==> src/rtl/cnu_minsum_serial.sv <==
// Serial min-sum check node unit: collects DC edge messages, then emits DC extrinsic messages.
// Define OFFSET_MINSUM_EN for offset min-sum (emitted magnitude reduced by OFFSET, floored at 0).
module cnu_minsum_serial #(
    parameter int unsigned DC     = 6,
    parameter int unsigned OFFSET = 1
) (
    input  logic       clk,
    input  logic       rst,
    input  logic       en,
    input  logic       in_valid,
    output logic       in_ready,
    input  logic [5:0] in_data,
    output logic       out_valid,
    input  logic       out_ready,
    output logic [4:0] out_data,
    output logic       out_last,
    output logic       parity_ok,
    output logic       syndrome_valid
);
    localparam int unsigned CntW = (DC > 1) ? $clog2(DC) : 1;
    localparam logic [CntW-1:0] LastIdx = CntW'(DC - 1);

    typedef enum logic {StAccum, StEmit} state_t;
    state_t state_q, state_d;

    logic [CntW-1:0] in_cnt_q, out_cnt_q, min_idx_q, b_idx_q;
    logic [3:0]      min1_q, min2_q, b_min1_q, b_min2_q;
    logic            sign_acc_q, hd_acc_q, b_sign_q;
    logic [DC-1:0]   sign_q;
    logic            out_valid_q, out_last_q, parity_q, syn_q;
    logic [4:0]      out_data_q;

    logic [3:0]      in_mag;
    logic            in_sign, in_hd;
    logic            accept, fire, last_in, last_out;
    logic [3:0]      nx_min1, nx_min2;
    logic [CntW-1:0] nx_idx, nj;
    logic            nx_sign_acc;
    logic [4:0]      first_data, next_data;

    function automatic logic [3:0] emit_mag(input logic [3:0] m);
`ifdef OFFSET_MINSUM_EN
        emit_mag = (int'(m) > int'(OFFSET)) ? m - 4'(OFFSET) : 4'd0;
`else
        emit_mag = m;
`endif
    endfunction

`ifndef OFFSET_MINSUM_EN
    logic unused_offset;
    assign unused_offset = ^OFFSET;
`endif

    always_comb begin
        in_mag      = in_data[3:0];
        in_sign     = in_data[4];
        in_hd       = in_data[5];
        accept      = en && (state_q == StAccum) && in_valid;
        fire        = en && out_valid_q && out_ready;
        last_in     = accept && (in_cnt_q == LastIdx);
        last_out    = fire && (out_cnt_q == LastIdx);

        // Ties with min1 fall through to min2 so min_idx keeps the first occurrence.
        nx_min1 = min1_q;
        nx_min2 = min2_q;
        nx_idx  = min_idx_q;
        if (in_mag < min1_q) begin
            nx_min2 = min1_q;
            nx_min1 = in_mag;
            nx_idx  = in_cnt_q;
        end else if (in_mag < min2_q) begin
            nx_min2 = in_mag;
        end
        nx_sign_acc = sign_acc_q ^ in_sign;

        // Edge 0 is formed from the final accumulator values; sign_q[0] is already stored.
        first_data = {nx_sign_acc ^ sign_q[0], emit_mag((nx_idx == '0) ? nx_min2 : nx_min1)};
        nj         = out_cnt_q + CntW'(1);
        next_data  = {b_sign_q ^ sign_q[nj], emit_mag((nj == b_idx_q) ? b_min2_q : b_min1_q)};

        state_d = state_q;
        if (last_in) begin
            state_d = StEmit;
        end else if (last_out) begin
            state_d = StAccum;
        end
    end

    always_ff @(posedge clk) begin
        if (rst) begin
            state_q     <= StAccum;
            in_cnt_q    <= '0;
            out_cnt_q   <= '0;
            min_idx_q   <= '0;
            b_idx_q     <= '0;
            min1_q      <= 4'd15;
            min2_q      <= 4'd15;
            b_min1_q    <= 4'd15;
            b_min2_q    <= 4'd15;
            sign_acc_q  <= 1'b0;
            hd_acc_q    <= 1'b0;
            b_sign_q    <= 1'b0;
            sign_q      <= '0;
            out_valid_q <= 1'b0;
            out_last_q  <= 1'b0;
            out_data_q  <= '0;
            parity_q    <= 1'b0;
            syn_q       <= 1'b0;
        end else if (en) begin
            state_q <= state_d;
            syn_q   <= last_in;
            if (accept) begin
                sign_q[in_cnt_q] <= in_sign;
                sign_acc_q       <= nx_sign_acc;
                hd_acc_q         <= hd_acc_q ^ in_hd;
                min1_q           <= nx_min1;
                min2_q           <= nx_min2;
                min_idx_q        <= nx_idx;
                if (last_in) begin
                    in_cnt_q    <= '0;
                    parity_q    <= ~(hd_acc_q ^ in_hd);
                    b_min1_q    <= nx_min1;
                    b_min2_q    <= nx_min2;
                    b_idx_q     <= nx_idx;
                    b_sign_q    <= nx_sign_acc;
                    out_valid_q <= 1'b1;
                    out_data_q  <= first_data;
                    out_last_q  <= 1'b0;
                end else begin
                    in_cnt_q <= in_cnt_q + CntW'(1);
                end
            end
            if (fire) begin
                if (last_out) begin
                    out_cnt_q   <= '0;
                    out_valid_q <= 1'b0;
                    out_last_q  <= 1'b0;
                    min1_q      <= 4'd15;
                    min2_q      <= 4'd15;
                    min_idx_q   <= '0;
                    sign_acc_q  <= 1'b0;
                    hd_acc_q    <= 1'b0;
                end else begin
                    out_cnt_q  <= nj;
                    out_data_q <= next_data;
                    out_last_q <= (nj == LastIdx);
                end
            end
        end
    end

    assign in_ready       = en && (state_q == StAccum);
    assign out_valid      = en && out_valid_q;
    assign out_data       = out_data_q;
    assign out_last       = out_last_q;
    assign parity_ok      = parity_q;
    assign syndrome_valid = en && syn_q;

endmodule

==> config.mk <==
export PLATFORM = sky130hd
export DESIGN_NAME = cnu_minsum_serial
export DESIGN_NICKNAME = d
export VERILOG_FILES = /design/src/rtl/cnu_minsum_serial.sv
export SDC_FILE = /design/constraint.sdc
export NUM_CORES = 1
export LEC_CHECK = 0
export CORE_UTILIZATION = 25
export CTS_BUF_LIST = sky130_fd_sc_hd__clkbuf_2
export DETAILED_ROUTE_END_ITERATION = 10
export GPL_TIMING_DRIVEN = 0
export PLACE_DENSITY = 0.47
export SLEW_MARGIN = 20
export SYNTH_ARGS = -nofsm -noshare
export SYNTH_HDL_FRONTEND = slang
export SYNTH_SLANG_ARGS = --single-unit
==> constraint.sdc <==
create_clock -name clk -period 2.7 [get_ports clk]
set_input_delay 0.405 -clock clk [delete_from_list [all_inputs] [get_ports clk]]
set_output_delay 0.405 -clock clk [all_outputs]
set_load 0.01 [all_outputs]
==> results of run 1 <==
==> power by group <==
group          switching [µW]  internal (µW)
clock network             236           57.6
registers                11.8            710
logic                     109           69.6
total                     357            837
==> worst register-to-register path, stage by stage, from the launching register on <==
cell	delay [ns]
dfxtp_1	0.40
inv_1	0.07
ha_1	0.29
a21oi_1	0.42
o21a_1	0.19
buf_2	0.19
clkbuf_1	0.38
nor2_1	0.08
a21oi_1	0.18
o211ai_1	0.10
==> layer usage <==
metal  up-vias  track usage  routed length, µm
met2        31        0.207               2770
li1       1084            -                  -
met5         -            0                  0
met4         0       0.0368                 89
met1       925        0.198               3290
met3         8       0.0200                186
==> kinds of logic after synthesis <==
group	Yosys count	share of synthesized area
and+or+nand+nor	101	0.187
AOI/OAI and AO/OA	74	0.191
DFF	47	0.383
buffers and inverters	30	0.0489
muxes	20	0.0886
xor gates and xnor gates	12	0.0458
adders and majority gates	11	0.0560
==> cells in the final DEF (no fill, tap or decap), types with 3 or more instances in the layout <==
cell	instances
mux2i_1	15
nand3_1	7
and3_1	3
dfxtp_1	47
clkdlybuf4s50_1	18
xor2_1	5
a21oi_1	29
nor2_1	33
a211oi_1	4
ha_1	11
clkbuf_2	5
buf_2	6
mux2_2	4
xnor2_1	6
nor3_1	5
o211ai_1	7
inv_1	11
clkbuf_1	13
nand2_1	37
a221oi_1	3
o21ai_0	14
nor3b_1	3
==> sequential cells by signal, summed over array words and instances (netlist names), 3 cells and up <==
signal / cells
sign_q: 6
out_data: 5
b_min1_q: 4
b_min2_q: 4
min1_q: 4
min2_q: 4
b_idx_q: 3
in_cnt_q: 3
min_idx_q: 3
out_cnt_q: 3
==> layout make-up <==
class                      instances  area share
timing repair buffer              18      0.0635
tap                              129      0.0569
sequential                        47       0.331
clock inverter                     3     0.00529
buffer                            19      0.0278
clock buffer                       5     0.00881
inverter                          11      0.0145
multi-input combinational        218       0.492
==> cell usage after synthesis, types with 2 or more instances <==
cell type / number / area, µm²
mux2i_1: 15 / 150
nand3_1: 7 / 35.0
a221oi_1: 3 / 26.3
xor2_1: 5 / 43.8
a31oi_1: 2 / 12.5
o211ai_1: 7 / 52.6
nor3b_1: 3 / 22.5
a311oi_1: 2 / 17.5
a211oi_1: 4 / 30.0
inv_1: 11 / 41.3
o21ai_0: 14 / 70.1
nand2b_1: 2 / 12.5
buf_2: 6 / 30.0
nand3b_1: 2 / 15.0
nor2_1: 33 / 124
a21o_1: 2 / 15.0
dfxtp_1: 47 / 941
nor4_1: 2 / 12.5
mux2_2: 4 / 45.0
a211o_1: 2 / 17.5
and2_1: 2 / 12.5
ha_1: 11 / 138
a21oi_1: 29 / 145
and3_1: 3 / 18.8
nand2_1: 37 / 139
nor3_1: 5 / 25.0
clkbuf_1: 13 / 48.8
xnor2_1: 6 / 52.6
==> path summary, 6_finish.rpt <==
| check | from | end | cells past startpoint |
|---|---|---|---|
| worst min register to register | parity_ok | parity_ok | 2 |
| worst max-delay path | in_data[3] | b_min1_q[2] | 9 |
| worst min-delay path | en | out_data[0] | 3 |
| worst max register to register | min1_q[3] | b_min1_q[2] | 9 |
==> stage by stage <==
stage	total power, µW	setup WS, ns	cells
global route	1270	0.000647	450
CTS	1220	0.256	450
global placement	913	-0.241	442
finish	1190	0.213	450
floorplan	852	0.669	295
detailed placement	914	-0.247	442
==> results.md, run 1 <==
- CP startpoint kind: input pin
- Crit path max fanout: 10
- Worst path top cell family by delay: buffers and inverters
- Clock Skews: roughly 0.015 ns
- Clock Sinks: 47
- Number of cell rows: 35
- Num CTS Buffers: 5
- Placed cell area: 0.00280 mm²
- Asr flop ratio synth: 0
- Main flop type after synthesis: dfxtp_1
- Synth Warn #: 0
- Reg area: 941 µm²
- Max rail drop VDD: 0.136 mV
- Post-CTS Setup Inserts: 0
- Post-synth EDFFs: 0
- Core Box Area: 0.00937 mm²
- Via count: 2048
- Routed Antenna Nets: 0
- Setup CP Type: input pin to flop
- Port-buffer cells: 18
- Worst hold slack: 0.333 ns
- DR WL/cell: between 10 and 15 µm
- H-tree Lvls: 2
- Max-cap violations: 0
- Worst slew pin tran: 0.596 ns
- Synth Cell Area: 0.00246 mm²
- Clk buf depth: 2
- Buf/Inv on CP: 3
- WP data arrival: 2.82 ns
- Pin count of the biggest net entering global routing: 15
- Initial antenna violation count: 0
- Pins over their slew limit: 0
- Vias in the first global route: 1951
- DR vias/cell: 4.55
- DIE AREA: 0.0102 mm²
- Post-synthesis sequential area ratio: 0.383
- First-pass GRT wire length: 10.6 mm
- Avg Cell Area, Syn: 8.33 µm²
- Overall routed net length: 6.33 mm
- Setup TNS: 0 ns
- Slowest-stage cell, CP: clkdlybuf4s50_1
- Max_slew headroom: 0.603
- DR pass1 iterations: 4
- Final Hold Fails: 0
- Initial cell density of the core: 0.262
- Mapped Cells: 295
- RSZ-0062 raised after global routing: no
- Critical path, cell by cell: clkdlybuf4s50_1, ha_1, a21oi_1, o21a_1, buf_2, clkbuf_1, nor2_1, a21oi_1, o211ai_1
- Hold_buf cts: 0
- I/O pin count: 21
- Worst-Skew Late Latency: 0.42 ns
- Hold crit path type: input pin to flop
- N_diodes: 0
- Critical Path Most Common Cell: a21oi_1
- Nets: 342
- Final setup fails: 0
- Final period util: 0.921
- Share of layout cells above drive strength 1: 0.0654
- Synthesized Nets: about 320
- Iteration-0 DRC Markers: 87
- Seq cells post-synth: 47
- Final Util: 0.303
- Distinct cells, synth: 44
- Reg2reg setup slack: 0.32 ns
- Die Height: 101 µm
- Clk pin slew, worst setup/hold paths: about 0.24 ns
- Synth-to-Final Area Change: 15.5%
- Nature of the critical path endpoint: flop
- Final Critical Period: roughly 2.5 ns
- Die Wd: 101 µm
- HPWL after DPL: 4.76 mm
- CTS tree: built
- Fmax: 0.402 GHz
- Placer Congestion: 0.745
- Remaining global-route overflow: 0
- Critical Path RT: just over 3 ns
- Fill cell count: 1034
- Area occupied by multi-input gates: approximately 0.0014 mm²
- Total GRT Usage: 0.136
- Non-Filler Cell Area, Final: 0.00284 mm²
- DRC: 0
- Lkg Pwr: 0.00110 µW
- Outcome: finished, final reports clean
- PwrDens: 420 mW/mm²
- Post-cts resize count: 0
- Clock Tree Root: clkbuf_2
- CP max stage delay: approximately 0.52 ns
(Power assumes the default switching activity.)
==> run 2: changes to the inputs <==
- CORE_MARGIN: default -> 2
- MAX_ROUTING_LAYER: default -> met4
- clock period: 2.7 -> 3.2 ns (I/O delays scaled with it)
==> results.md, run 2 (synthesized netlist as in run 1, its figures left out) <==
- N_diodes: 0 (unchanged)
- Hold_buf cts: 0 (unchanged)
- I/O pin count: 21 (unchanged)
- Share of layout cells above drive strength 1: 0.0685 (+0.00312)
- Initial antenna violation count: 0 (unchanged)
- Outcome: finished, final reports clean
- H-tree Lvls: 2 (unchanged)
- Pins over their slew limit: 0 (unchanged)
- Max-cap violations: 0 (unchanged)
- Pin count of the biggest net entering global routing: 15 (unchanged)
- Min-delay src: en
- Final Hold Fails: 0 (unchanged)
- Port-buffer cells: 18 (unchanged)
- Nets: 342 (unchanged)
- Post-CTS Setup Inserts: 0 (unchanged)
- CP startpoint kind: input pin
- Clock Tree Root: clkbuf_2
- Critical Path RT: 3.53 ns (+0.50 ns)
- Buf/Inv on CP: 3 (unchanged)
- WL met1: 3.37 mm (+2.5%)
- Initial cell density of the core: 0.255 (-0.00728)
- WP data arrival: 2.93 ns (+0.11 ns)
- R2R Path End: b_min1_q[2]
- DRC: 0 (unchanged)
- Core Box Area: 0.00964 mm² (+2.9%)
- Placer Congestion: 0.815 (+9.4%)
- Final Util: 0.298 (-0.00543)
- Nature of the critical path endpoint: flop
- Worst path top cell family by delay: buffers and inverters
- Final setup fails: 0 (unchanged)
- Max reg flops: 6 (unchanged)
- Clk buf depth: 2 (unchanged)
- Die Height: 103 µm (+2.0%)
- Routed wl met3: 143 µm (-23%)
- Synth-to-Final Area Change: 16.7%
- Largest Register: sign_q
- Total GRT Usage: 0.130 (-0.00575)
- Lkg Pwr: 0.00112 µW (+1.5%)
- Setup TNS: 0 ns (unchanged)
- Worst Hold Path EP: out_data[0]
- DIE AREA: 0.0106 mm² (+4.0%)
- Worst slew pin tran: 0.588 ns (-0.00743 ns)
- Hold depth: 3 (unchanged)
- Clock Sinks: 47 (unchanged)
- R2R cell count: 9 (unchanged)
- Clock Skews: 0.0155 ns (+0.000897 ns)
- CTS tree: built
- Final period util: 0.813
- Reg2reg setup slack: 0.80 ns (+0.48 ns)
- RSZ-0062 raised after global routing: no
- DR pass1 iterations: 4 (unchanged)
- CP max stage delay: 0.52 ns (about the same)
- Hold crit path type: input pin to flop
- PwrDens: 381 mW/mm² (-9.4%)
- DR vias/cell: 4.64 (+1.9%)
- Slowest-stage cell, CP: clkdlybuf4s50_1
- Critical Path Most Common Cell: a21oi_1
- Num CTS Buffers: 5 (unchanged)
- Clk pin slew, worst setup/hold paths: 0.25 ns (about the same)
- Setup CP Type: input pin to flop
- Fmax: 0.385 GHz
- DR WL met2: 2.84 mm (+2.4%)
- HPWL after DPL: 4.72 mm (-0.85%)
- Top sig layer: met4
- Iteration-0 DRC Markers: 101 (+16%)
- Number of cell rows: 36 (+2.9%)
- Worst-Skew Late Latency: 0.42 ns (about the same)
- Vias in the first global route: 1959 (+0.41%)
- Most common cell after layout, fill and taps aside: dfxtp_1
- Overall routed net length: 6.39 mm (+0.95%)
- Die Wd: 103 µm (+2.0%)
- Crit path max fanout: 10 (unchanged)
- Post-cts resize count: 0 (unchanged)
- Via count: 2105 (+2.8%)
- Critical path, cell by cell: clkdlybuf4s50_1, ha_1, a21oi_1, o21a_1, buf_2, clkbuf_1, nor2_1, a21oi_1, o211ai_1
- Max_slew headroom: 0.608 (+0.00495)
- Max rail drop VDD: 0.135 mV (-0.87%)
- Final Critical Period: 2.60 ns
- Remaining global-route overflow: 0 (unchanged)
- First-pass GRT wire length: 10.4 mm (-2.5%)
- Commonest non-fill, non-tap cells in the layout: 47 x dfxtp_1, 37 x nand2_1, 33 x nor2_1
- Reg2reg start: min1_q[3]
- DR WL/cell: 14.1 µm (about the same)
- Routed Antenna Nets: 0 (unchanged)
-- run 2: changes by cell type in the layout (fill, tap and decap cells not counted) --
cell / delta
bufinv_16: +1
clkinv_1: -1
clkinv_2: +1
clkinvlp_4: -1
-- run 2: worst max-delay path by stage --
| stage | start | end | slack, ns | cells past startpoint |
|---|---|---|---|---|
| 6_report | in_data[3] | b_min1_q[2] | 0.60 | 9 |
| 5_1_grt | in_data[1] | out_data[0] | 0.53 | 8 |
| 4_1_cts | in_data[3] | b_min1_q[2] | 0.65 | 9 |
| 3_5_place_dp | in_data[3] | b_min1_q[2] | 0.14 | 9 |
| 3_3_place_gp | in_data[3] | b_min1_q[2] | 0.16 | 9 |
| 2_1_floorplan | in_data[3] | out_data[0] | 1.09 | 8 |
-- run 2: metal layers --
layer  global-route usage  vias to the layer above
li1                     -                     1082
met5                    -                        -
met1                0.184                      995
met3               0.0183                        2
met2                0.195                       26
met4               0.0304                        0
-- run 2: worst min-delay path, delay by kind of cell --
kind,cells,cell delay (ns)
buffers and inverters,1,0.16
and+or+nand+nor,1,0.11
AOI/OAI and AO/OA,1,0.06
-- run 2: layout make-up --
cell class	count	area [µm²]
plain buffers	19	78.8
fillers	1056	6770
clock buffers	5	25.0
flip-flops and latches	47	941
well taps	133	166
inverters	11	41.3
clock inverters	3	38.8
repair buffers	18	180
multi-input cells	218	1400
-- run 2: metrics by stage --
step	area, µm²	worst slack, ns	power [µW]	instances	hold slack, ns
after floorplan	2460	1.09	719	295	0.432
after global placement	2800	0.157	770	446	0.452
after detailed placement	2800	0.141	771	446	0.450
after CTS	2870	0.651	1100	454	0.371
after global routing	2870	0.529	1150	454	0.361
final	2870	0.600	1090	454	0.406
-- run 2: report_power, final --
group	leakage, µW	switching [µW]	internal, µW	total, µW
Combinational	0.000695	93.3	58.8	152
Sequential	0.000381	9.29	599	608
Clock	0.0000404	204	128	333
Total	0.00112	307	786	1090
==> run 3: changes to the inputs <==
- clock period: 3.2 -> 2.5 ns (I/O delays scaled with it)
==> results.md, run 3 (synthesized netlist as in run 1, its figures left out) <==
- Outcome: finished, final reports clean
- Hold_buf cts: 0 (unchanged)
- Hold depth: 3 (unchanged)
- Die Wd: 103 µm (unchanged)
- Non-Filler Instances: 454 (unchanged)
- Final Util: 0.299 (+0.00182)
- DR pass1 iterations: 4 (unchanged)
- Max rail drop VDD: 0.173 mV (+28%)
- Min-delay src: en
- Dpl cells: 446 (unchanged)
- Crit path max fanout: 8 (-2)
- I/O pin count: 21 (unchanged)
- HPWL after DPL: 4.72 mm (unchanged)
- Pins over their slew limit: 0 (unchanged)
- Port-buffer cells: 18 (unchanged)
- Lkg Pwr: 0.00112 µW (+0.64%)
- R2R cell count: 9 (unchanged)
- Hold crit path type: input pin to flop
- PwrDens: 486 mW/mm² (+28%)
- Max reg flops: 6 (unchanged)
- Initial cell density of the core: 0.255 (unchanged)
- CTS tree: built
- Core Box Area: 0.00964 mm² (unchanged)
- Worst-Skew Late Latency: 0.43 ns (about the same)
- Nets: 342 (unchanged)
- Largest Register: sign_q
- Final period util: 0.914
- Final Hold Fails: 0 (unchanged)
- Initial antenna violation count: 0 (unchanged)
- Setup TNS: 0 ns (unchanged)
- H-tree Lvls: 2 (unchanged)
- CP startpoint kind: input pin
- Pin count of the biggest net entering global routing: 15 (unchanged)
- RSZ-0062 raised after global routing: no
- Clk pin slew, worst setup/hold paths: 0.25 ns (about the same)
- Placer Congestion: 0.815 (unchanged)
- Worst slew pin tran: 0.600 ns (+0.0119 ns)
- Via count: 2107 (+0.095%)
- Clock Tree Root: clkbuf_2
- Die Height: 103 µm (unchanged)
- R2R Path End: out_data[0]
- Number of cell rows: 36 (unchanged)
- Most common cell after layout, fill and taps aside: dfxtp_1
- Total GRT Usage: 0.130 (unchanged)
- Final Critical Period: around 2.3 ns
- Reg2reg start: min1_q[1]
- Clock Skews: 0.0114 ns (-0.00412 ns)
- Clk buf depth: 2 (unchanged)
- Commonest non-fill, non-tap cells in the layout: 47 x dfxtp_1, 37 x nand2_1, 33 x nor2_1
- Final setup fails: 0 (unchanged)
- Max_slew headroom: 0.600 (-0.00792)
- Max-cap violations: 0 (unchanged)
- Num CTS Buffers: 5 (unchanged)
- Remaining global-route overflow: 0 (unchanged)
- N_diodes: 0 (unchanged)
- Share of layout cells above drive strength 1: 0.0779 (+0.00935)
- DR vias/cell: 4.64 (about the same)
- Critical Path RT: 2.83 ns (-0.70 ns)
- Setup CP Type: input pin to flop
- Reg2reg setup slack: 0.24 ns (-0.56 ns)
- Iteration-0 DRC Markers: 109 (+7.9%)
- First-pass GRT wire length: 10.4 mm (unchanged)
- DRC: 0 (unchanged)
- Clock Sinks: 47 (unchanged)
- Worst hold slack: 0.292 ns (-0.114 ns)
- Routed Antenna Nets: 0 (unchanged)
- Overall power: 1400 µW (+28%)
- WP data arrival: 2.62 ns (-0.31 ns)
- Overall routed net length: 6.36 mm (-0.56%)
- DIE AREA: 0.0106 mm² (unchanged)
- Fmax: 0.438 GHz
- Nature of the critical path endpoint: flop
- DR WL/cell: 14.0 µm (-0.56%)
- Vias in the first global route: 1959 (unchanged)
- Synth-to-Final Area Change: 17.4%
- Worst Hold Path EP: out_data[0]
## run 3: metrics by stage
stage	area, µm²	setup WS [ns]
2_1_floorplan	2460	0.499
3_3_place_gp	2800	-0.438
3_5_place_dp	2800	-0.454
4_1_cts	2870	0.0556
5_1_grt	2890	0.00540
6_report	2890	0.215
## run 3: how the worst max path moves through the flow
| stage | endpoint | cells past startpoint | slack [ns] | from |
|---|---|---|---|---|
| 5_1_grt | out_data[0] | 9 | 0.005 | min1_q[2] |
| 4_1_cts | b_min1_q[2] | 9 | 0.06 | in_data[3] |
| 3_5_place_dp | b_min1_q[2] | 9 | -0.45 | in_data[3] |
| 6_report | out_data[0] | 9 | 0.22 | in_data[3] |
| 3_3_place_gp | b_min1_q[2] | 9 | -0.44 | in_data[3] |
| 2_1_floorplan | out_data[0] | 8 | 0.50 | in_data[3] |
## run 3: routing by layer
| metal | GRT usage | routed length [µm] |
|---|---|---|
| met5 | - | 0 |
| met4 | 0.0304 | 68 |
| met3 | 0.0183 | 246 |
| met2 | 0.195 | 2770 |
| met1 | 0.184 | 3270 |
## run 3: where the power goes
group / switching [µW] / internal, µW / leakage [µW]
clock: 262 / 164 / 0.0000404
combinational: 121 / 77.7 / 0.000702
sequential: 11.9 / 766 / 0.000381
## run 3: what timing repair did
item / CTS / global route
buffers inserted: 0 / 0
resized for setup: 0 / 5
setup endpoints to repair: 0 / 6
## run 3: cell type report
| cell class | count | area [µm²] |
|---|---|---|
| plain buffers | 19 | 80.1 |
| clock buffers | 5 | 25.0 |
| clock inverters | 3 | 38.8 |
| fillers | 1058 | 6750 |
| inverters | 11 | 41.3 |
| multi-input cells | 218 | 1410 |
| flip-flops and latches | 47 | 941 |
| well taps | 133 | 166 |
| repair buffers | 18 | 180 |
## run 3: critical path: stages
cell	delay, ns
clkdlybuf4s50_1	0.52
ha_1	0.37
a21oi_2	0.32
o21a_1	0.17
buf_2	0.18
nor2_1	0.10
a22o_1	0.19
a221oi_1	0.29
a2111oi_0	0.11
